`config.mk`:
```
export PLATFORM = sky130hd
export DESIGN_NAME = console_seq_ctrl
export DESIGN_NICKNAME = d
export VERILOG_FILES = /design/src/rtl/console_pkg.sv /design/src/rtl/console_cursor.sv /design/src/rtl/console_seq_ctrl.sv
export SDC_FILE = /design/constraint.sdc
export NUM_CORES = 1
export LEC_CHECK = 0
export ABC_AREA = 1
export CAP_MARGIN = 20
export CORE_ASPECT_RATIO = 0.8
export CORE_MARGIN = 5
export CORE_UTILIZATION = 47
export CTS_BUF_LIST = sky130_fd_sc_hd__clkbuf_4
export CTS_CLUSTER_SIZE = 40
export DETAILED_ROUTE_END_ITERATION = 7
export MAX_ROUTING_LAYER = met4
export PLACE_DENSITY = 0.82
export SETUP_SLACK_MARGIN = 0.15
export SLEW_MARGIN = 5
export SYNTH_ARGS = -nofsm -noshare
export SYNTH_HDL_FRONTEND = slang
export SYNTH_SLANG_ARGS = --single-unit
```
`constraint.sdc`:
```
create_clock -name clk -period 2.4 [get_ports clk]
set_input_delay 0.48 -clock clk [delete_from_list [all_inputs] [get_ports clk]]
set_output_delay 0.48 -clock clk [all_outputs]
set_load 0.005 [all_outputs]
```
`src/rtl/console_pkg.sv`:
```
// Shared types and constants for the text console sequencer and its cursor.
package console_pkg;

  localparam int unsigned NUM_ROWS_DEF = 3;
  localparam int unsigned NUM_COLS_DEF = 10;
  localparam int unsigned CHAR_W       = 7;

  localparam logic [7:0] CH_BS    = 8'h08;
  localparam logic [7:0] CH_LF    = 8'h0A;
  localparam logic [7:0] CH_FF    = 8'h0C;
  localparam logic [7:0] CH_CR    = 8'h0D;
  localparam logic [7:0] CH_SPACE = 8'h20;

  typedef enum logic [2:0] {
    IDLE,
    WAIT_VBL,
    SCROLL,
    CLEAR_ROW,
    CLEAR_ALL
  } state_e;

  typedef enum logic {
    OP_SCROLL,
    OP_CLEAR_ALL
  } op_e;

  // One-hot cursor command decoded from an accepted stream byte
  typedef struct packed {
    logic put;
    logic lf;
    logic cr;
    logic bs;
    logic home;
  } cur_cmd_t;

  function automatic logic is_printable(input logic [7:0] b);
    return (b >= 8'h20) && (b <= 8'h7E);
  endfunction

endpackage

```
`src/rtl/console_cursor.sv`:
```
// Cursor row/column registers with wrap, newline, carriage return and backspace.
module console_cursor
  import console_pkg::*;
#(
  parameter int unsigned NUM_ROWS = NUM_ROWS_DEF,
  parameter int unsigned NUM_COLS = NUM_COLS_DEF,
  localparam int unsigned ROW_W = (NUM_ROWS > 1) ? $clog2(NUM_ROWS) : 1,
  localparam int unsigned COL_W = (NUM_COLS > 1) ? $clog2(NUM_COLS) : 1
) (
  input  logic             clk,
  input  logic             rst_n,
  input  cur_cmd_t         cmd,
  output logic [ROW_W-1:0] cur_row,
  output logic [COL_W-1:0] cur_col,
  output logic             scroll_req
);

  logic [ROW_W-1:0] row_d;
  logic [COL_W-1:0] col_d;
  logic             newline;
  logic             last_col;
  logic             last_row;

  assign last_col = (cur_col == COL_W'(NUM_COLS - 1));
  assign last_row = (cur_row == ROW_W'(NUM_ROWS - 1));

  always_ff @(posedge clk or negedge rst_n) begin
    if (!rst_n) begin
      cur_row <= '0;
      cur_col <= '0;
    end else begin
      cur_row <= row_d;
      cur_col <= col_d;
    end
  end

  // A newline on the last row leaves the cursor there and asks for a scroll
  always_comb begin
    row_d      = cur_row;
    col_d      = cur_col;
    newline    = 1'b0;
    scroll_req = 1'b0;
    if (cmd.home) begin
      row_d = '0;
      col_d = '0;
    end else if (cmd.put) begin
      if (last_col) begin
        col_d   = '0;
        newline = 1'b1;
      end else begin
        col_d = cur_col + COL_W'(1);
      end
    end else if (cmd.lf) begin
      col_d   = '0;
      newline = 1'b1;
    end else if (cmd.cr) begin
      col_d = '0;
    end else if (cmd.bs && (cur_col != '0)) begin
      col_d = cur_col - COL_W'(1);
    end
    if (newline) begin
      if (last_row) scroll_req = 1'b1;
      else          row_d      = cur_row + ROW_W'(1);
    end
  end

endmodule

```
`src/rtl/console_seq_ctrl.sv`:
```
// Terminal-style sequencer owning the text buffer write port: cursor handling,
// vsync-aligned scroll/clear sequences and host-priority write arbitration.
module console_seq_ctrl
  import console_pkg::*;
#(
  parameter int unsigned NUM_ROWS    = NUM_ROWS_DEF,
  parameter int unsigned NUM_COLS    = NUM_COLS_DEF,
  parameter int unsigned ADDR_W      = 5,
  parameter bit          SYNC_SCROLL = 1'b1,
  localparam int unsigned ROW_W = (NUM_ROWS > 1) ? $clog2(NUM_ROWS) : 1,
  localparam int unsigned COL_W = (NUM_COLS > 1) ? $clog2(NUM_COLS) : 1
) (
  input  logic              clk,
  input  logic              rst_n,
  input  logic              ch_valid,
  input  logic [7:0]        ch_data,
  output logic              ch_ready,
  input  logic              hw_req,
  input  logic [ADDR_W-1:0] hw_addr,
  input  logic [6:0]        hw_data,
  output logic              hw_ack,
  input  logic              vsync,
  output logic              buf_we,
  output logic [ADDR_W-1:0] buf_waddr,
  output logic [6:0]        buf_wdata,
  output logic [ADDR_W-1:0] buf_raddr,
  input  logic [6:0]        buf_rdata,
  output logic [ROW_W-1:0]  cur_row,
  output logic [COL_W-1:0]  cur_col,
  output logic              busy
);

  localparam int unsigned CELLS  = NUM_ROWS * NUM_COLS;
  localparam int unsigned COPY_N = NUM_COLS * (NUM_ROWS - 1);

  state_e            state, state_d;
  op_e               op_q, op_d;
  logic [ADDR_W-1:0] idx_q, idx_d;
  logic              vsync_q;
  logic              vsync_rise;
  logic              accept;
  logic              scroll_req;
  logic              start;
  logic [ADDR_W-1:0] cell_addr;
  cur_cmd_t          cmd;

  // Host wins the port; the stream is only taken while the engine is idle
  assign hw_ack     = rst_n && hw_req;
  assign ch_ready   = rst_n && (state == IDLE) && !hw_req;
  assign accept     = ch_valid && ch_ready;
  assign busy       = (state != IDLE);
  assign vsync_rise = vsync && !vsync_q;
  assign cell_addr  = ADDR_W'(cur_row) * ADDR_W'(NUM_COLS) + ADDR_W'(cur_col);
  assign start      = cmd.home || scroll_req;

  always_comb begin
    cmd = '0;
    if (accept) begin
      cmd.put  = is_printable(ch_data);
      cmd.lf   = (ch_data == CH_LF);
      cmd.cr   = (ch_data == CH_CR);
      cmd.bs   = (ch_data == CH_BS);
      cmd.home = (ch_data == CH_FF);
    end
  end

  console_cursor #(
    .NUM_ROWS (NUM_ROWS),
    .NUM_COLS (NUM_COLS)
  ) u_cursor (
    .clk        (clk),
    .rst_n      (rst_n),
    .cmd        (cmd),
    .cur_row    (cur_row),
    .cur_col    (cur_col),
    .scroll_req (scroll_req)
  );

  // State register plus the sequence index, pending op and vsync history
  always_ff @(posedge clk or negedge rst_n) begin
    if (!rst_n) begin
      state   <= IDLE;
      op_q    <= OP_SCROLL;
      idx_q   <= '0;
      vsync_q <= 1'b0;
    end else begin
      state   <= state_d;
      op_q    <= op_d;
      idx_q   <= idx_d;
      vsync_q <= vsync;
    end
  end

  // Next state; one index runs through the copy and then the cleared row
  always_comb begin
    state_d = state;
    op_d    = op_q;
    idx_d   = idx_q;
    case (state)
      IDLE: begin
        if (start) begin
          op_d  = cmd.home ? OP_CLEAR_ALL : OP_SCROLL;
          idx_d = '0;
          if (SYNC_SCROLL) state_d = WAIT_VBL;
          else             state_d = cmd.home ? CLEAR_ALL : SCROLL;
        end
      end
      WAIT_VBL: begin
        if (vsync_rise) begin
          state_d = (op_q == OP_CLEAR_ALL) ? CLEAR_ALL : SCROLL;
          idx_d   = '0;
        end
      end
      SCROLL: begin
        if (!hw_req) begin
          idx_d = idx_q + ADDR_W'(1);
          if (idx_q == ADDR_W'(COPY_N - 1)) state_d = CLEAR_ROW;
        end
      end
      CLEAR_ROW, CLEAR_ALL: begin
        if (!hw_req) begin
          if (idx_q == ADDR_W'(CELLS - 1)) begin
            state_d = IDLE;
            idx_d   = '0;
          end else begin
            idx_d = idx_q + ADDR_W'(1);
          end
        end
      end
      default: state_d = IDLE;
    endcase
  end

  // Buffer port: host write, else engine step, else a printable from the stream
  always_comb begin
    buf_we    = 1'b0;
    buf_waddr = '0;
    buf_wdata = '0;
    buf_raddr = '0;
    if (state == SCROLL) buf_raddr = idx_q + ADDR_W'(NUM_COLS);
    if (hw_ack) begin
      buf_we    = 1'b1;
      buf_waddr = hw_addr;
      buf_wdata = hw_data;
    end else begin
      case (state)
        IDLE: begin
          if (cmd.put) begin
            buf_we    = 1'b1;
            buf_waddr = cell_addr;
            buf_wdata = ch_data[6:0];
          end
        end
        SCROLL: begin
          buf_we    = 1'b1;
          buf_waddr = idx_q;
          buf_wdata = buf_rdata;
        end
        CLEAR_ROW, CLEAR_ALL: begin
          buf_we    = 1'b1;
          buf_waddr = idx_q;
          buf_wdata = 7'(CH_SPACE);
        end
        default: ;
      endcase
    end
  end

endmodule

```
==> impl_metrics.yaml <==
placement:
  place_area_sq_um: 2560
  gp_congestion: 0.882
  pre_cts_ws_ns: -0.404
  port_buffers: 58
  dp_hpwl_microns: 4360
  dpl.cell_count: 387
finish:
  syn_to_final_growth_pct: 73.4
  nets: 428
  num-fill-cells: 172
  final_cells: 427
  layout.area.seq_sq_um: 404
  fin_area_sq_um: 3020
  multi_input_area_sq_um: 1370
  diodes: 0
  drive_gt1_share_pct: 38.2
  postLayoutCoreUtil_pct: 86.5
drt:
  via_count: 2500
  drtPass1Iterations: 5
  wirelength_microns: 8000
  vias_per_cell: 5.85
  antenna_left: 0
  drc: 0
  drtIter0Drc: 264
  detail_route.wl_per_cell_microns: 18.7
grt:
  grt_pass1_wl_microns: 10600
  grt_max_degree: 17
  grt_pass1_vias: 2282
  overflow: 0
  antenna_found_initial: 0
  grt_use_total_pct: 26.9
sta:
  setup_slack_ns: -0.108
  tns_ns: -0.215
  fmaxAchievable_mhz: 399
  period_share_pct: 104
  drv_slew: 0
  rsz0062_at_grt: "yes"
  final_hold_viol_count: 0
  skew_ns: 0.00679
  slew_headroom_pct: 64.3
  tightest_slew_ns: 0.535
  setup_viol: 4
  period_needed_ns: 2.51
power_and_ir_drop:
  p_leak_nw: 1.54
  power_density_nw_per_um2: 864
  combPwrFrac_pct: 75.6
  peakVddDrop_v: 0.000640
  power_frac_seq_pct: 18.5
  power.internal_mw: 1.31
  power_frac_clock_pct: 5.8
  power.switching_mw: 1.30
  swShare_pct: 49.8
clock_network:
  clkTransAtPathRegs_ns: 0.10
  cts.sinks: 16
  insertion_delay_ns: 0.30
  cts_buffers: 3
  htreeDepth: 1
  cts_tree: "yes"
  root_buffer: "clkbuf_4"
  clockBufferDepth: 2
critical_path:
  timing.rr.start: "state[1]"
  critical_path_peak_fanout: 2
  ff2ff_path_depth: 13
  cp_slowest_cell: "fa_2"
  crit_path_end: "buf_waddr[2]"
  crit_cells: 8
  critPathRequiredTime_ns: 1.92
  rr_endpoint: "u_cursor.cur_col[3]"
  cp_slowest_stage_delay_ns: 0.60
  setup.worst_path.end_class: "output pin"
  cp_top_family: "adder cells"
  startpoint_type: "register"
  rrSetupSlack_ns: 0.41
  critical_path_arrival_ns: 2.03
  critPathKind: "register to output pin"
  crit_buf_inv: 3
  crit_chain: "buf_4 -> ha_4 -> inv_2 -> fa_2 -> nor2_2 -> a21oi_1 -> o21ai_1 -> buf_2"
  crit_path_start: "u_cursor.cur_row[0]"
yosys:
  syn_nets: 306
  synth_compound_area_share_pct: 10.9
  ys_ff_latch: 16
  synthAdderAreaFrac_pct: 7.61
  muxShareOfSynthArea_pct: 0
  yosys.area.top_type: "dfrtp_1"
  ys_seq_area_share_pct: 23.0
  yosys_warnings: 0
  netlist_instances: 264
  synth_top_family_by_area: "simple AND/OR/NAND/NOR gates"
  synth_commonest_cells: "nand2_1 (76), inv_1 (28), nor2_1 (22)"
  synth_area_leaders: "dfrtp_1 (23%), nand2_1 (16%), ha_1 (6.5%)"
  yosys.area_share.simple_pct: 43.0
  synth_ff_type: "dfrtp_1"
  synth_xor_area_share_pct: 6.03
  yosysTopAreaCellShare_pct: 23.0
  avgSynthCellArea_sq_um: 6.60
  synth_edf_count: 0
  yosysUniqueCellTypes: 35
  synth_most_common_cell: "nand2_1"
  netlist_area_sq_um: 1740
  async_flop_share_pct: 100
hold_path:
  hp-class: "primary input to asynchronous set/reset pin"
status:
  status: "complete, but fails checks"
  failed_checks: "setup timing"
floorplanning:
  die_width_microns: 78.1
  io_pins: 59
  start_util_pct: 49.9
  core_sq_um: 3490
  die_h_microns: 64.5
  dieArea_sq_um: 5030
  num_rows: 19
flow_run:
  maxCapViolCount: 0
layout by cell type, fill, tap and decap left out, drive strengths merged, types with 9 or more instances in the layout:
cell type,n
inv,34
nand3,24
ha,9
nor2,35
xor2,10
nand2,78
clkdlybuf4s50,29
dlygate4sd2,11
buf,75
o21ai,20
dfrtp,16
nand4,10
metrics by stage:
| stage | hold WS (ns) | total power [mW] |
|---|---|---|
| after global placement | 0.503 | 1.91 |
| after CTS | 0.291 | 2.24 |
| final | 0.315 | 2.61 |
| after global routing | 0.323 | 2.76 |
| after detailed placement | 0.509 | 1.95 |
| after floorplan | 0.184 | 1.31 |
cell families (layout without fill, tap and decap cells):
family | after synthesis | in the layout
simple gates | 152 | 152
buf+inv | 41 | 162
fa+ha+maj | 10 | 10
flops | 16 | 16
compound gates | 33 | 33
xor+xnor | 12 | 12
flip-flops by register name (all words and copies together) (netlist names):
name              cells
idx_q                 5
op_q                  1
state                 3
u_cursor.cur_col      4
u_cursor.cur_row      2
vsync_q               1
power groups by stage:
stage / Clock, mW / Combinational [mW] / Sequential (mW)
detailed placement: 0 / 1.48 / 0.473
floorplan: 0 / 0.838 / 0.472
global route: 0.168 / 2.11 / 0.485
CTS: 0.152 / 1.63 / 0.458
global placement: 0 / 1.44 / 0.468
finish: 0.153 / 1.97 / 0.484
metal layers:
metal	vias to the layer above	global-route usage (%)	share of wire (%)
met5	-	-	0
met4	0	13.7	8.0
met3	69	5.26	12
met2	194	44.0	44
met1	1139	31.3	36
li1	1098	-	-
cell type report:
cell class                 instances  area share, %
multi-input combinational        207           45.2
timing repair buffer             123           34.2
sequential                        16           13.4
inverter                          35           4.55
tap                               42           1.74
clock buffer                       3          0.745
clock inverter                     1          0.124
how the worst min path moves through the flow:
stage | depth (start not counted) | to | slack [ns] | startpoint
final | 2 | state[2] | 0.32 | rst_n
after global routing | 2 | u_cursor.cur_col[3] | 0.32 | rst_n
after CTS | 2 | state[2] | 0.29 | rst_n
after detailed placement | 2 | state[2] | 0.51 | state[2]
after global placement | 2 | state[2] | 0.50 | state[2]
after floorplan | 0 | idx_q[0] | 0.18 | rst_n
timing repair:
action,4_1_cts,5_1_grt
pin swaps,20,26
buffers inserted,27,9
setup endpoints to repair,20,30
hold endpoints to repair,0,0
hold buffers,0,0
resized for setup,86,44
Power figures use the tool's default switching activity.
==> edit: new RTL, config.mk and constraints unchanged <==
The 5 states of `state_e` get a one-hot encoding in 5 bits.
--- a/src/rtl/console_pkg.sv
+++ b/src/rtl/console_pkg.sv
@@ -12,10 +12,10 @@
   localparam logic [7:0] CH_SPACE = 8'h20;
 
-  typedef enum logic [2:0] {
-    IDLE,
-    WAIT_VBL,
-    SCROLL,
-    CLEAR_ROW,
-    CLEAR_ALL
+  typedef enum logic [4:0] {
+    IDLE      = 5'b00001,
+    WAIT_VBL  = 5'b00010,
+    SCROLL    = 5'b00100,
+    CLEAR_ROW = 5'b01000,
+    CLEAR_ALL = 5'b10000
   } state_e;
 
Behaviour: no difference found for any inputs over 10 cycles, from zero or initial values and one cycle with rst_n low; not proved beyond that.
==> edit against the unedited design <==
The flow still finishes with violations (negative setup slack); fmax decreased by 2.0%; critical path depth increased by 3; sequential cell count increased by 2; design area increased by 1.8%; power decreased by 12%; wire length decreased by 20%; global-route usage decreased by 2.3 points; setup slack got worse by 51 ps; synthesized area increased by 2.2%.
==> edit: results (changes against the unedited design) <==
stage;metric;value;unit;change
run_status;status;finished with violations;;unchanged
run_status;violations in the final reports;negative setup slack;;unchanged
global_route;wire length of the first global-routing pass;9620;um;was 10600 um
clock_network;Post-CTS Setup Bufs;16;;was 27
global_route;maximum number of pins on one net before global-route repair;19;;was 17
route;met3 wirelength from detailed routing;570;um;was 995 um
power_and_ir_drop;highest ir drop seen on vdd;0.604;mV;was 0.640 mV
worst_setup_path;Crit path largest cell delay;460;ps;was 600 ps
layout;layout cells sized above 1;35.7;%;was 38.2%
layout;number of antenna repair diodes;0;;unchanged
placement;placed inst area;2680;um2;was 2560 um2
global_route;initial antenna violation count;0;;unchanged
layout;Final #Nets;430;;was 428
placement;gp weighted congestion;0.885;;was 0.882
yosys;cell types with the highest counts after synthesis;sky130_fd_sc_hd__nand2_1, sky130_fd_sc_hd__nor2_1, sky130_fd_sc_hd__inv_1, sky130_fd_sc_hd__dfrtp_1, sky130_fd_sc_hd__nand3_1;;was sky130_fd_sc_hd__nand2_1, sky130_fd_sc_hd__inv_1, sky130_fd_sc_hd__nor2_1, sky130_fd_sc_hd__nand3_1
sta;final setup violating endpoints;12;;was 4
clock_network;deepest level of the CTS H-tree;1;;unchanged
sta;Least-Margin Pin Slew;459;ps;was 535 ps
yosys;Post-Syn Nets;312;;was 306
global_route;GRT met1 Usage;31.8;%;was 31.3%
worst_setup_path;CP Max Fanout;3;;was 2
route;total via count in the routed design;2321;;was 2500
route;routed metal-1 wirelength;2540;um;was 2870 um
yosys;xor-xnor portion of the synthesized cell area;5.41;%;was 6.03%
route;post-DR vias/cell;5.39;;was 5.85
yosys;Syn Inst Count;270;;was 264
yosys;complex-gate fraction of the synthesized area;11.2;%;was 10.9%
placement;post-placement worst setup slack;-439;ps;was -404 ps
route;Final Routed Wirelength;6380;um;was 8000 um
power_and_ir_drop;leakage;1.60;nW;was 1.54 nW
worst_setup_path;data arrival time of the critical path;2080;ps;was 2030 ps
global_route;total global-route track usage;24.6;%;was 26.9%
layout;registers with the most flip-flops;idx_q x5, state x5, u_cursor.cur_col x4;;was idx_q x5, u_cursor.cur_col x4, state x3
global_route;global-route track usage on met3;3.61;%;was 5.26%
worst_setup_path;slowest stage cell, crit path;sky130_fd_sc_hd__clkdlybuf4s50_1;;was sky130_fd_sc_hd__fa_2
sta;final setup slack of the worst path;-158;ps;was -108 ps
global_route;global routing usage on met2;39.0;%;was 44.0%
route;routed length on met2;3030;um;was 3500 um
route;Initial DRT Pass Iterations;4;;was 5
yosys;synthesized-area fraction occupied by adder cells;7.45;%;was 7.61%
yosys;cell types with the largest area share after synthesis;sky130_fd_sc_hd__dfrtp_1, sky130_fd_sc_hd__nand2_1, sky130_fd_sc_hd__ha_1;;unchanged
sta;Worst Skew;2.86;ps;was 6.79 ps
placement;number of placed instances with taps included;405;;was 387
placement;sum of net half-perimeters after detailed placement;4410;um;was 4360 um
yosys;distinct cell type count after synthesis;33;;was 35
yosys;share of synthesized area occupied by flip-flops and latches;25.4;%;was 23.0%
worst_setup_path;Crit path max-delay family;buffers and inverters;;was adder cells
==> edit: cell count changes in the layout (fill, tap and decap cells not counted), sizes merged, moves of 6 or more <==
cell         change
nand2           +11
nand3            -6
dlygate4sd2      -6
inv              -6
o21ai            -6
==> edit: path summary, 6_finish.rpt <==
kind,startpoint,endpoint,slack [ps],cells after the start
worst max-delay path,ch_data[6],buf_waddr[3],-160,11
worst min-delay path,rst_n,u_cursor.cur_col[0],270,2
worst max register to register,state[0],idx_q[4],110,17
worst min register to register,op_q,op_q,550,2
max in group asynchronous,rst_n,state[0],1880,2
min in group clk,op_q,op_q,550,2
==> edit: area by class of cell <==
cell class              count  area (um2)
multi-input cells         217        1390
flip-flops and latches     18         453
repair buffers            119        1030
clock buffers               4        30.0
well taps                  44        55.1
fillers                   238         652
inverters                  29         114
==> edit: power by group <==
group	switching (W)	total, W	internal (W)
combinational	0.000854	0.00168	0.000829
sequential	0.0000701	0.000443	0.000373
clock	0.0000972	0.000173	0.0000761
